$ cat config.mk
export PLATFORM = sky130hd
export DESIGN_NAME = up_dn_seek_ctrl_flat
export DESIGN_NICKNAME = d
export VERILOG_FILES = /design/src/rtl/up_dn_seek_ctrl_pkg.sv /design/src/rtl/up_dn_seek_ctrl_if.sv /design/src/rtl/up_dn_seek_ctrl_step_gap_timer.sv /design/src/rtl/up_dn_seek_ctrl.sv /design/src/flat_wrapper.sv
export SDC_FILE = /design/constraint.sdc
export NUM_CORES = 1
export LEC_CHECK = 0
export ABC_CLOCK_PERIOD_IN_PS = 1900
export CORE_ASPECT_RATIO = 1.1
export CORE_UTILIZATION = 44
export CTS_CLUSTER_SIZE = 28
export DETAILED_ROUTE_END_ITERATION = 8
export GPL_ROUTABILITY_DRIVEN = 0
export GPL_TIMING_DRIVEN = 0
export HOLD_SLACK_MARGIN = 0.08
export PLACE_DENSITY = 0.85
export SLEW_MARGIN = 10
export SYNTH_ARGS = -nofsm -noshare
export SYNTH_HDL_FRONTEND = slang
export SYNTH_SLANG_ARGS = --single-unit
$ cat constraint.sdc
create_clock -name clk -period 1.9 [get_ports clk]
set_input_delay 0.19 -clock clk [delete_from_list [all_inputs] [get_ports clk]]
set_output_delay 0.19 -clock clk [all_outputs]
set_load 0.02 [all_outputs]
$ cat src/rtl/up_dn_seek_ctrl_pkg.sv
// Shared types and constants for the up/down counter seek controller.
// No timing or flow control of its own; consumed by the interface, timer and FSM.
package up_dn_ctrl_pkg;

  localparam int CTR_W_DEF = 5;
  localparam int GAP_W     = 4;

  localparam logic MODE_SEEK = 1'b0;
  localparam logic MODE_LOAD = 1'b1;

  typedef enum logic [2:0] {
    IDLE,
    LOAD,
    STEP,
    SETTLE,
    DONE
  } state_t;

endpackage

$ cat src/rtl/up_dn_seek_ctrl_if.sv
// Request and counter-side signal bundle; slave = controller, master = driver/counter side.
// Request uses valid/ready; counter strobes are single-cycle with no backpressure.
interface up_dn_seek_ctrl_if
  import up_dn_ctrl_pkg::*;
#(
  parameter int W = CTR_W_DEF
);

  logic         req_valid;
  logic         req_ready;
  logic [W-1:0] req_target;
  logic         req_mode;
  logic [W-1:0] counter_in;
  logic         high_in;
  logic         low_in;
  logic [W-1:0] load_val;
  logic         load;
  logic         up;
  logic         down;
  logic         done;
  logic         err;

  modport slave (
    input  req_valid, req_target, req_mode, counter_in, high_in, low_in,
    output req_ready, load_val, load, up, down, done, err
  );

  modport master (
    output req_valid, req_target, req_mode, counter_in, high_in, low_in,
    input  req_ready, load_val, load, up, down, done, err
  );

endinterface

$ cat src/rtl/up_dn_seek_ctrl_step_gap_timer.sv
// Settle-phase down-counter: loaded with the gap on SETTLE entry, expired while it reads zero.
// Latency is gap+1 cycles from start to the last settle cycle; no backpressure.
module step_gap_timer
  import up_dn_ctrl_pkg::*;
#(
  parameter int CW = GAP_W
) (
  input  logic          clk,
  input  logic          rst,
  input  logic          start,
  input  logic [CW-1:0] gap,
  output logic          expired
);

  logic [CW-1:0] cnt;

  always_ff @(posedge clk or posedge rst) begin
    if (rst) begin
      cnt <= '0;
    end else if (start) begin
      cnt <= gap;
    end else if (cnt != '0) begin
      cnt <= cnt - 1'b1;
    end
  end

  assign expired = (cnt == '0);

endmodule

$ cat src/rtl/up_dn_seek_ctrl.sv
// Seek/load controller for the up/down counter; done 2+d*(2+STEP_GAP) cycles after handshake, load in 3.
// One request in flight (req_ready only in IDLE); stall abort via UP_DN_SEEK_STALL_CHK_EN.
module up_dn_seek_ctrl
  import up_dn_ctrl_pkg::*;
#(
  parameter int W        = CTR_W_DEF,
  parameter int STEP_GAP = 0
) (
  input logic              clk,
  input logic              rst,
  up_dn_seek_ctrl_if.slave bus
);

  localparam logic [GAP_W-1:0] GAP_CFG = GAP_W'(STEP_GAP);

  state_t         state;
  state_t         state_nxt;
  logic [W-1:0]   target_q;
  logic           mode_q;
  logic           cnt_eq;
  logic           cnt_lt;
  logic           up_ok;
  logic           dn_ok;
  logic           up_s;
  logic           dn_s;
  logic           ld_s;
  logic           hs;
  logic           timer_start;
  logic           gap_expired;
  logic [GAP_W-1:0] gap_val;

  assign hs     = (state == IDLE) && bus.req_valid;
  assign cnt_eq = (bus.counter_in == target_q);
  assign cnt_lt = (bus.counter_in < target_q);
  assign up_ok  = cnt_lt && !bus.high_in;
  assign dn_ok  = !cnt_eq && !cnt_lt && !bus.low_in;

  always_ff @(posedge clk or posedge rst) begin
    if (rst) begin
      target_q <= '0;
      mode_q   <= MODE_SEEK;
    end else if (hs) begin
      target_q <= bus.req_target;
      mode_q   <= bus.req_mode;
    end
  end

  // A load settles in exactly one cycle regardless of the configured gap.
  assign gap_val     = (mode_q == MODE_LOAD) ? '0 : GAP_CFG;
  assign timer_start = (state_nxt == SETTLE) && (state != SETTLE);

  step_gap_timer #(
    .CW (GAP_W)
  ) u_gap_timer (
    .clk     (clk),
    .rst     (rst),
    .start   (timer_start),
    .gap     (gap_val),
    .expired (gap_expired)
  );

`ifdef UP_DN_SEEK_STALL_CHK_EN
  logic [W-1:0] cap_q;
  logic         stall;
  logic         fail_nxt;
  logic         err_q;

  always_ff @(posedge clk or posedge rst) begin
    if (rst) begin
      cap_q <= '0;
    end else if (up_s || dn_s || ld_s) begin
      cap_q <= bus.counter_in;
    end
  end

  // Seek stalls if the count never moved; load stalls if it never took the target.
  assign stall = (mode_q == MODE_LOAD) ? (bus.counter_in != target_q)
                                       : (bus.counter_in == cap_q);

  always_ff @(posedge clk or posedge rst) begin
    if (rst) begin
      err_q <= 1'b0;
    end else if (state != DONE) begin
      err_q <= fail_nxt;
    end
  end

  assign bus.err = (state == DONE) && err_q;
`else
  assign bus.err = 1'b0;
`endif

  always_ff @(posedge clk or posedge rst) begin
    if (rst) begin
      state <= IDLE;
    end else begin
      state <= state_nxt;
    end
  end

  always_comb begin
    state_nxt = state;
`ifdef UP_DN_SEEK_STALL_CHK_EN
    fail_nxt  = 1'b0;
`endif
    case (state)
      IDLE: begin
        if (bus.req_valid) begin
          state_nxt = (bus.req_mode == MODE_LOAD) ? LOAD : STEP;
        end
      end
      LOAD: state_nxt = SETTLE;
      STEP: begin
        if (cnt_eq) begin
          state_nxt = DONE;
        end else if (up_ok || dn_ok) begin
          state_nxt = SETTLE;
        end else begin
          state_nxt = DONE;
`ifdef UP_DN_SEEK_STALL_CHK_EN
          fail_nxt  = 1'b1;
`endif
        end
      end
      SETTLE: begin
        if (gap_expired) begin
`ifdef UP_DN_SEEK_STALL_CHK_EN
          if (stall) begin
            state_nxt = DONE;
            fail_nxt  = 1'b1;
          end else
`endif
          state_nxt = (mode_q == MODE_LOAD) ? DONE : STEP;
        end
      end
      DONE:    state_nxt = IDLE;
      default: state_nxt = IDLE;
    endcase
  end

  always_comb begin
    ld_s = (state == LOAD);
    up_s = (state == STEP) && up_ok;
    dn_s = (state == STEP) && dn_ok;
  end

  assign bus.req_ready = (state == IDLE);
  assign bus.load      = ld_s;
  assign bus.up        = up_s;
  assign bus.down      = dn_s;
  assign bus.done      = (state == DONE);
  assign bus.load_val  = target_q;

endmodule

$ cat src/flat_wrapper.sv
// flat-port wrapper written by rule: the top's interface ports become plain ports
module up_dn_seek_ctrl_flat import up_dn_ctrl_pkg::*;
#(
  parameter int W        = CTR_W_DEF,
  parameter int STEP_GAP = 0
)
  (clk, rst, bus_req_valid, bus_req_target, bus_req_mode, bus_counter_in, bus_high_in, bus_low_in, bus_req_ready, bus_load_val, bus_load, bus_up, bus_down, bus_done, bus_err);
  up_dn_seek_ctrl_if #(.W(W)) bus_i ();
  input logic clk;
  input logic rst;
  input wire logic [$bits(bus_i.req_valid)-1:0] bus_req_valid;
  input wire logic [$bits(bus_i.req_target)-1:0] bus_req_target;
  input wire logic [$bits(bus_i.req_mode)-1:0] bus_req_mode;
  input wire logic [$bits(bus_i.counter_in)-1:0] bus_counter_in;
  input wire logic [$bits(bus_i.high_in)-1:0] bus_high_in;
  input wire logic [$bits(bus_i.low_in)-1:0] bus_low_in;
  output wire logic [$bits(bus_i.req_ready)-1:0] bus_req_ready;
  output wire logic [$bits(bus_i.load_val)-1:0] bus_load_val;
  output wire logic [$bits(bus_i.load)-1:0] bus_load;
  output wire logic [$bits(bus_i.up)-1:0] bus_up;
  output wire logic [$bits(bus_i.down)-1:0] bus_down;
  output wire logic [$bits(bus_i.done)-1:0] bus_done;
  output wire logic [$bits(bus_i.err)-1:0] bus_err;
  assign bus_i.req_valid = bus_req_valid;
  assign bus_i.req_target = bus_req_target;
  assign bus_i.req_mode = bus_req_mode;
  assign bus_i.counter_in = bus_counter_in;
  assign bus_i.high_in = bus_high_in;
  assign bus_i.low_in = bus_low_in;
  assign bus_req_ready = bus_i.req_ready;
  assign bus_load_val = bus_i.load_val;
  assign bus_load = bus_i.load;
  assign bus_up = bus_i.up;
  assign bus_down = bus_i.down;
  assign bus_done = bus_i.done;
  assign bus_err = bus_i.err;
  up_dn_seek_ctrl #(.W(W), .STEP_GAP(STEP_GAP)) u_core (.clk(clk), .rst(rst), .bus(bus_i));
endmodule
Word level (Yosys, flattened, before mapping)
Cells that the tools add are included.

Register bits after elaboration: 13. Output and inout bits: 11.

$add $sub $neg: 1. $lt $le $gt $ge: 1. Equality and inequality tests: 7. Multiplexer cells: 9. Reductions and logical operators: 16.

Operators with widths (number): 3-bit 2-to-1 mux (5); 3-bit case mux with 4 select lines (1); 3-bit by 2-bit equality test with 1-bit output, second input constant (3); 4-bit 2-to-1 mux (2); 1-bit logical AND (7); 5-bit equality test (1); 5-bit < comparator (1); 1-bit logical NOT (4); 4-bit logical NOT (1); 4-bit nonzero test (1); 4-bit by 1-bit subtractor with 4-bit output, second input constant (1); 3-bit by 1-bit equality test with 1-bit output, second input constant (1); 3-bit equality test, second input constant (1); 3-bit logical NOT (1); 3-bit by 2-bit != test with 1-bit output, second input constant (1); 2-bit 2-to-1 mux (1); 2-bit nonzero test (1); 1-bit logical OR (1).

Depth between registers and ports, before layout
Gate-level depths: netlist of run 1.

Depth in word-level cells: 11. Mapped depth: 7. Depth with buffers taken out: 7.

Cells and area by module
Synthesis of run 1 repeated with hierarchy kept, for this count alone.

Cells, all modules: 92. Area, all modules: 859.6 µm².

Modules (own cells, without submodules): up_dn_seek_ctrl (times used 1, cells an instance 69, area an instance 623.1 µm²); step_gap_timer (times used 1, cells an instance 23, area an instance 236.5 µm²).

Worst setup path before layout of run 1
OpenSTA, ideal clock, no wires.

Path type: register to output. From: reg u_core.target_q[3] (netlist: u_core.bus.load_val[3]). To: out bus_up. Arrival time: 1.753 ns. Data required time: 1.710 ns. Path slack: -0.043 ns. Stages on the path, launching flop included: 7. Path buffers: 0. Cells stage by stage: dfrtp_1 > inv_1 > ha_1 > a21o_1 > a21oi_2 > nand2_1 > nor3_1.

Longest elaborated chain between the ends: 3.

RTL lines: from (decl) (RTL line up_dn_seek_ctrl.sv:18) `logic [W-1:0] target_q;`; from (signal assigned) (RTL line up_dn_seek_ctrl.sv:43) `target_q <= bus.req_target;`; 5-bit < comparator (RTL line up_dn_seek_ctrl.sv:34) `assign cnt_lt = (bus.counter_in < target_q);`; 1-bit logical AND (RTL line up_dn_seek_ctrl.sv:35) `assign up_ok = cnt_lt && !bus.high_in;`; 1-bit logical AND (RTL line up_dn_seek_ctrl.sv:143) `up_s = (state == STEP) && up_ok;`; to (decl) (RTL line flat_wrapper.sv:20) `output wire logic [$bits(bus_i.up)-1:0] bus_up;`.

Every way passes these cells.

Worst setup path in the final report of run 1
From: reg u_core.target_q[1] (netlist: u_core.bus.load_val[1]). To: out bus_up.

Same word-level chain as after synthesis.

==> run summary, run 1 <==
Final antenna diode count = 0
Number of top-level pins = 27
Most common cell after layout, fill and taps aside = sky130_fd_sc_hd__clkdlybuf4s50_1
Hold Violations, Final = 0
Number of antenna violations at the first check in global routing = 0
Register Area = 325 sq um
Vias in the first global route = 702
Clock buffer depth = 2
Proportion of netlist area held by the largest area contributor = 0.406
Non-filler cells, final = 136
Total via count in the routed design = 738
Worst setup slack after layout = -0.00207 ns
Most used flip-flop cell after synthesis = sky130_fd_sc_hd__dfrtp_1
Chip Width = 42.7 um
Library cell contributing the largest single delay on the critical path = sky130_fd_sc_hd__dfrtp_1
Core footprint = 1630 sq um
Total of buffers placed on input and output ports = 25
Data arrival at the endpoint of the critical path = 1.71 ns
Average cell area after synthesis = 9.44 sq um
Nets = 142
Number of placed instances, taps included = 127
Count of unique library cells instantiated by Yosys = 31
Number of flops mapped to enable cells by yosys = 0
CP cell instances = inv_2 -> ha_1 -> nor2b_2 -> o21bai_4 -> nand2_2 -> nor3_2 -> buf_4
CTS tree = yes
Number of warnings printed during yosys synthesis = 0
Post-synthesis sequential element count = 13
Clock latency at the later pin of the worst-skew pair = 0.29 ns
Total nets after synthesis = 107
Buffer type at the clock tree root = sky130_fd_sc_hd__clkbuf_4
Detail Route Antenna Nets = 0
Post-synthesis cell area = 802 sq um
Die ar. = 2000 sq um
Total area of multi-input combinational cells = 502 sq um
Share of the clock period used by the worst path after layout = 1.00
Share of power burned in the clock network = 0.091
Proportion of power drawn by flip-flops and latches = 0.267
LEAKAGE = 0.000551 uW
Kind of critical path = flop to output port
PwrDens = 1610 nW/um^2
Largest net degree at the start of global routing = 14
Final number of setup-violating endpoints = 1
Total global routing overflow = 0
CP Data Required Time = 1.71 ns
Launching element type of the critical path = flop
Slew at the pin closest to its max-slew limit = 0.503 ns
Total count of max-transition violations in the final report = 0
Post-route clock skew = 0.0111 ns
Fillers = 121
Site Rows = 15
Half-perimeter wire length after detailed placement = 1.36 mm
Dpl ws = -0.459 ns
Tightest hold margin = 0.219 ns
Clock buffer count from CTS = 3
Design Power = 1950 uW
Delay contributed by the slowest stage of the critical path = 0.37 ns
Worst reg2reg startpoint = u_core.bus.load_val[1]$_DFFE_PP0P_
Sw power = 845 uW
Register clock-pin slew on the reported worst setup and hold paths = 0.09 ns
Global-route wire length before repair = 3.07 mm
Post-Route WL = 1.94 mm
Post-detailed-route via-to-cell ratio = 5.43
Crit. End Element = output port
Share of flip-flops with an asynchronous set or reset after synthesis = 1.00
Starting density of the core = 0.491
Total Neg Setup Slack = -0.00207 ns
IR drop worst, VDD = 0.943 mV
Commonest non-fill, non-tap cells in the layout = 21 x sky130_fd_sc_hd__clkdlybuf4s50_1, 13 x sky130_fd_sc_hd__dfrtp_1, 8 x sky130_fd_sc_hd__nand2_1
Top cells by area, synth = sky130_fd_sc_hd__dfrtp_1 41%, sky130_fd_sc_hd__ha_1 9.4%, sky130_fd_sc_hd__inv_1 4.7%
Post-DR wirelength/cell = 14.3 um
Switching share of power = 0.433
Die H = 46.8 um
Run status = finished with violations
Sequential area share after synthesis = 0.406
Count of mapped cells out of synthesis = 85
DR iter-0 viols = 8
Combinational share of power = 0.642
Post-CTS Hold Fix Bufs = 0
First element of the critical path = u_core.bus.load_val[1]$_DFFE_PP0P_
Top cell type by total area after synthesis = sky130_fd_sc_hd__dfrtp_1
Min-Delay Path Class = primary input to asynchronous set/reset pin
Global routing usage summed across all routing layers = 0.215
Largest fanout on the critical path = 5
CTS H-tree depth = 1
Peak clock frequency supported by timing = 526 MHz
Total of max-cap violations = 0
CTS sink cnt = 13
Failing checks = negative setup slack
RSZ-0062 raised after global routing = yes
Growth of design area from synthesis to finish = 51.3%
Fraction of final layout cells sized beyond drive strength 1 = 0.277
Internal power of the cells = 1110 uW
Remaining routing DRC violations = 0
Time the final worst path needs with I/O delays and setup = 1.90 ns
Slew HR = 0.664
First-pass iteration count of the detailed router = 4
[power groups by stage]
| stage | sequential [uW] | combinational [uW] | clock, uW |
|---|---|---|---|
| after floorplan | 561 | 645 | 0 |
| after global placement | 510 | 996 | 0 |
| after detailed placement | 519 | 1030 | 0 |
| after CTS | 515 | 1140 | 179 |
| after global routing | 535 | 1360 | 199 |
| final | 521 | 1250 | 178 |
[path summary, 6_finish.rpt]
kind	slack, ns	cells after the start	endpoint
worst min-delay path	0.22	2	u_core.bus.load_val[4]$_DFFE_PP0P_
worst max register to register	0.11	8	u_core.u_gap_timer.cnt[3]$_DFFE_PP0P_
worst max-delay path	-0.002	7	bus_up
min in group clk	0.45	3	u_core.bus.load_val[4]$_DFFE_PP0P_
worst min register to register	0.55	1	u_core.bus.load_val[0]$_DFFE_PP0P_
max in group asynchronous	1.33	2	u_core.state[0]$_DFF_PP0_
[cell usage after synthesis, types with 2 or more instances]
| cell | instances |
|---|---|
| sky130_fd_sc_hd__nand3_1 | 2 |
| sky130_fd_sc_hd__and3_1 | 2 |
| sky130_fd_sc_hd__a21oi_1 | 3 |
| sky130_fd_sc_hd__dfrtp_1 | 13 |
| sky130_fd_sc_hd__nand2_1 | 9 |
| sky130_fd_sc_hd__nor3_1 | 4 |
| sky130_fd_sc_hd__mux2_2 | 2 |
| sky130_fd_sc_hd__a31oi_1 | 3 |
| sky130_fd_sc_hd__a21oi_2 | 2 |
| sky130_fd_sc_hd__and2_1 | 2 |
| sky130_fd_sc_hd__o21ai_0 | 7 |
| sky130_fd_sc_hd__nor2b_1 | 2 |
| sky130_fd_sc_hd__ha_1 | 6 |
| sky130_fd_sc_hd__nand2b_1 | 2 |
| sky130_fd_sc_hd__inv_1 | 10 |
[metrics by stage]
stage	utilization	cell area (sq um)
global route	0.743	1210
floorplan	-	807
global placement	0.661	1080
finish	0.743	1210
CTS	0.713	1160
detailed placement	0.661	1080
[routing by layer]
layer  part of all wire  global-route usage  up-vias
met4              0.017               0.113        0
met2               0.52               0.385       15
met3              0.028              0.0538        4
li1                   -                   -      364
met1               0.44               0.242      355
met5                  0                   0        -
[registers in the layout, indices dropped and copies added (netlist names)]
signal / count
u_core.u_gap_timer.cnt: 4
u_core.mode_q: 1
u_core.state: 3
u_core.bus.load_val: 5
[worst max-delay path, delay by kind of cell, from the launching register on]
kind / cells / cell delay, ns
fa+ha+maj: 1 / 0.27
compound gates: 1 / 0.21
simple gates: 3 / 0.36
flops: 1 / 0.37
buf+inv: 2 / 0.21
[repair_timing]
item                                    4_1_cts  5_1_grt
endpoints found under the setup margin        3        7
pin swaps                                     4       10
hold endpoints to repair                      0        0
buffers inserted                              3        2
resized for setup                            18        9
gates cloned                                  0        0
[cell families after synthesis]
| logic type | after synthesis | synth area share |
|---|---|---|
| simple gates | 27 | 0.179 |
| compound gates | 23 | 0.215 |
| flops | 13 | 0.406 |
| buf+inv | 12 | 0.0624 |
| fa+ha+maj | 6 | 0.0936 |
| mux | 2 | 0.0281 |
| other cells | 1 | 0.00468 |
| xor+xnor | 1 | 0.0109 |
[layout make-up]
class,count,area share
multi-input combinational,60,0.413
sequential,13,0.268
timing repair buffer,30,0.237
inverter,10,0.0309
clock buffer,3,0.0186
tap,17,0.0175
buffer,2,0.0103
clock inverter,1,0.00412
Note: power is estimated with default switching activity, not from simulation.
==> inputs of run 2 (changes only) <==
--- a/config.mk
+++ b/config.mk
@@ -5,7 +5,7 @@
 export SDC_FILE = /design/constraint.sdc
 export NUM_CORES = 1
 export LEC_CHECK = 0
-export ABC_CLOCK_PERIOD_IN_PS = 1900
+export ABC_CLOCK_PERIOD_IN_PS = 1800
 export CORE_ASPECT_RATIO = 1.1
 export CORE_UTILIZATION = 44
 export CTS_CLUSTER_SIZE = 28
==> constraint.sdc (replaced) <==
create_clock -name clk -period 1.8 [get_ports clk]
set_input_delay 0.18 -clock clk [delete_from_list [all_inputs] [get_ports clk]]
set_output_delay 0.18 -clock clk [all_outputs]
set_load 0.02 [all_outputs]
==> run 2 against run 1 <==
  * The flow still finishes with violations (negative setup slack)
  * Largest cell class unchanged
  * Highest routed layer unchanged
  * Die area unchanged
  * Routed wire length grew 9.7%
  * Clock power hardly changed
  * Flip-flop and latch count did not move
==> run summary, run 2 (synthesis results as in run 1) <==
Nets = 140 (was 142)
Number of antenna violations at the first check in global routing = 0 (unchanged)
Run status = finished with violations (unchanged)
Worst setup slack after layout = -0.102 ns (was -0.00207 ns)
Half-perimeter wire length after detailed placement = 1.40 mm (was 1.36 mm)
Design Power = 2060 uW (was 1950 uW)
Non-filler cells, final = 134 (was 136)
Total of max-cap violations = 0 (unchanged)
CTS H-tree depth = 1 (unchanged)
Total via count in the routed design = 766 (was 738)
Growth of design area from synthesis to finish = 50.5% (was 51.3%)
Total count of max-transition violations in the final report = 0 (unchanged)
Peak clock frequency supported by timing = 526 MHz
CTS tree = yes (unchanged)
Detail Route Antenna Nets = 0 (unchanged)
Global routing usage on met1 = 0.249 (was 0.242)
Delay contributed by the slowest stage of the critical path = 0.37 ns (about the same)
IR drop worst, VDD = 0.993 mV (was 0.943 mV)
Share of the clock period used by the worst path after layout = 1.06
Clock buffer count from CTS = 3 (unchanged)
CP Data Required Time = 1.97 ns (was 1.71 ns)
First-pass iteration count of the detailed router = 6 (was 4)
Min-Delay Path Class = primary input to asynchronous set/reset pin (unchanged)
Crit. End Element = flop (was output port)
Most common cell after layout, fill and taps aside = sky130_fd_sc_hd__clkdlybuf4s50_1 (unchanged)
DR iter-0 viols = 49 (was 8)
Worst reg2reg path depth = 8 (unchanged)
Post-detailed-route via-to-cell ratio = 5.72 (was 5.43)
Number of placed instances, taps included = 127 (unchanged)
RSZ-0062 raised after global routing = yes (unchanged)
PwrDens = 1710 nW/um^2 (was 1610 nW/um^2)
CP cell instances = inv_2 -> ha_4 -> nand3_2 -> o21bai_4 -> buf_4 -> a31oi_1 -> a21oi_2 -> a21boi_2 (was inv_2 -> ha_1 -> nor2b_2 -> o21bai_4 -> nand2_2 -> nor3_2 -> buf_4)
Largest fanout on the critical path = 5 (unchanged)
Fillers = 112 (was 121)
Post-DR wirelength/cell = 15.9 um (was 14.3 um)
Total area of multi-input combinational cells = 509 sq um (was 502 sq um)
Kind of critical path = flop to flop (was flop to output port)
Vias in the first global route = 709 (was 702)
Global routing usage summed across all routing layers = 0.225 (was 0.215)
Total global routing overflow = 0 (unchanged)
Time the final worst path needs with I/O delays and setup = 1.90 ns
Final number of setup-violating endpoints = 6 (was 1)
Die ar. = 2000 sq um (unchanged)
Slew at the pin closest to its max-slew limit = 0.511 ns (was 0.503 ns)
Chip Width = 42.7 um (unchanged)
Post-route clock skew = 0.00528 ns (was 0.0111 ns)
Met2 GRT Util = 0.445 (was 0.385)
Total of buffers placed on input and output ports = 25 (unchanged)
Met3 routing resource usage after global routing = 0.0231 (was 0.0538)
Slew HR = 0.659 (was 0.664)
Register Area = 325 sq um (unchanged)
Global-route wire length before repair = 3.22 mm (was 3.07 mm)
Data arrival at the endpoint of the critical path = 2.07 ns (was 1.71 ns)
CTS sink cnt = 13 (unchanged)
Post-layout utilization of the core = 0.739 (was 0.743)
Final antenna diode count = 0 (unchanged)
Die H = 46.8 um (unchanged)
Largest net degree at the start of global routing = 14 (unchanged)
Fraction of final layout cells sized beyond drive strength 1 = 0.248 (was 0.277)
Remaining routing DRC violations = 0 (unchanged)
Starting density of the core = 0.491 (unchanged)
Worst reg2reg path endpoint = u_core.u_gap_timer.cnt[2]$_DFFE_PP0P_ (was u_core.u_gap_timer.cnt[3]$_DFFE_PP0P_)
Post-CTS Hold Fix Bufs = 0 (unchanged)
Worst reg2reg startpoint = u_core.bus.load_val[4]$_DFFE_PP0P_ (was u_core.bus.load_val[1]$_DFFE_PP0P_)
Top Usage Layer GRT = met2 (unchanged)
Tightest hold margin = 0.230 ns (was 0.219 ns)
Clock latency at the later pin of the worst-skew pair = 0.27 ns (was 0.29 ns)
Library cell contributing the largest single delay on the critical path = sky130_fd_sc_hd__dfrtp_1 (unchanged)
Buffer type at the clock tree root = sky130_fd_sc_hd__clkbuf_4 (unchanged)
Number of top-level pins = 27 (unchanged)
Site Rows = 15 (unchanged)
Reg-to-reg setup timing slack = -0.10 ns (was 0.11 ns)
Register clock-pin slew on the reported worst setup and hold paths = 0.08 ns (was 0.09 ns)
Total Neg Setup Slack = -0.510 ns (was -0.00207 ns)
Max reg flops = 5 (unchanged)
Clock buffer depth = 2 (unchanged)
Post-Route WL = 2.13 mm (was 1.94 mm)
LEAKAGE = 0.000558 uW (was 0.000551 uW)
Commonest non-fill, non-tap cells in the layout = 20 x sky130_fd_sc_hd__clkdlybuf4s50_1, 13 x sky130_fd_sc_hd__dfrtp_1, 8 x sky130_fd_sc_hd__nand2_1, 7 x sky130_fd_sc_hd__inv_1, 7 x sky130_fd_sc_hd__o21ai_0 (was 21 x sky130_fd_sc_hd__clkdlybuf4s50_1, 13 x sky130_fd_sc_hd__dfrtp_1, 8 x sky130_fd_sc_hd__nand2_1)
Core footprint = 1630 sq um (unchanged)
Failing checks = negative setup slack (unchanged)
Hold Violations, Final = 0 (unchanged)
Launching element type of the critical path = flop (unchanged)
## run 2: worst max-delay path: cells and delay by family, from the launching register on
family	cells	cell delay [ns]
and+or+nand+nor	1	0.11
adders and majority gates	1	0.29
AOI/OAI and AO/OA	4	0.82
buffers and inverters	2	0.21
DFF	1	0.37
## run 2: area by class of cell
type / count / area share
plain buffers: 2 / 0.0104
clock buffers: 4 / 0.0218
inverters: 10 / 0.0311
multi-input cells: 60 / 0.422
flip-flops and latches: 13 / 0.269
well taps: 17 / 0.0176
repair buffers: 28 / 0.228
## run 2: stage by stage
stage / worst slack [ns] / cell area, sq um
3_5_place_dp: -0.581 / 1080
4_1_cts: -0.0638 / 1180
3_3_place_gp: -0.545 / 1080
5_1_grt: -0.148 / 1210
6_report: -0.102 / 1210
2_1_floorplan: -0.00248 / 812
## run 2: worst max-delay path by stage
| stage | startpoint | end | slack, ns | cells past startpoint |
|---|---|---|---|---|
| 2_1_floorplan | u_core.bus.load_val[3]$_DFFE_PP0P_ | bus_up | -0.002 | 6 |
| 3_3_place_gp | bus_counter_in[3] | bus_up | -0.55 | 7 |
| 3_5_place_dp | bus_counter_in[3] | bus_up | -0.58 | 7 |
| 4_1_cts | u_core.bus.load_val[3]$_DFFE_PP0P_ | bus_down | -0.06 | 7 |
| 5_1_grt | u_core.bus.load_val[3]$_DFFE_PP0P_ | bus_up | -0.15 | 7 |
| 6_report | u_core.bus.load_val[4]$_DFFE_PP0P_ | u_core.u_gap_timer.cnt[2]$_DFFE_PP0P_ | -0.10 | 8 |
## run 2: layer usage
layer  wire, um  vias up
li1           -      359
met1        817      370
met2       1180       31
met3        102        6
met4         34        0
met5          0        -
## run 2: what timing repair did
| action | in CTS | in global routing |
|---|---|---|
| endpoints found under the setup margin | 6 | 10 |
| gates resized for setup | 23 | 3 |
| endpoints found under the hold margin | 0 | 0 |
| buffers inserted | 2 | 1 |
| pin swaps | 7 | 0 |
## run 2: power by group
group	total [uW]	switching [uW]	internal, uW
registers	555	125	430
clock network	181	95.2	85.7
logic	1330	683	644
==> inputs of run 3 (changes only) <==
--- a/config.mk
+++ b/config.mk
@@ -8,13 +8,13 @@
 export ABC_CLOCK_PERIOD_IN_PS = 1800
 export CORE_ASPECT_RATIO = 1.1
 export CORE_UTILIZATION = 44
+export CTS_CLUSTER_DIAMETER = 60
 export CTS_CLUSTER_SIZE = 28
 export DETAILED_ROUTE_END_ITERATION = 8
 export GPL_ROUTABILITY_DRIVEN = 0
 export GPL_TIMING_DRIVEN = 0
 export HOLD_SLACK_MARGIN = 0.08
 export PLACE_DENSITY = 0.85
-export SLEW_MARGIN = 10
 export SYNTH_ARGS = -nofsm -noshare
 export SYNTH_HDL_FRONTEND = slang
 export SYNTH_SLANG_ARGS = --single-unit
==> results of run 3 <==
No change in the layout: final DEF, timing and power equal those of run 2.
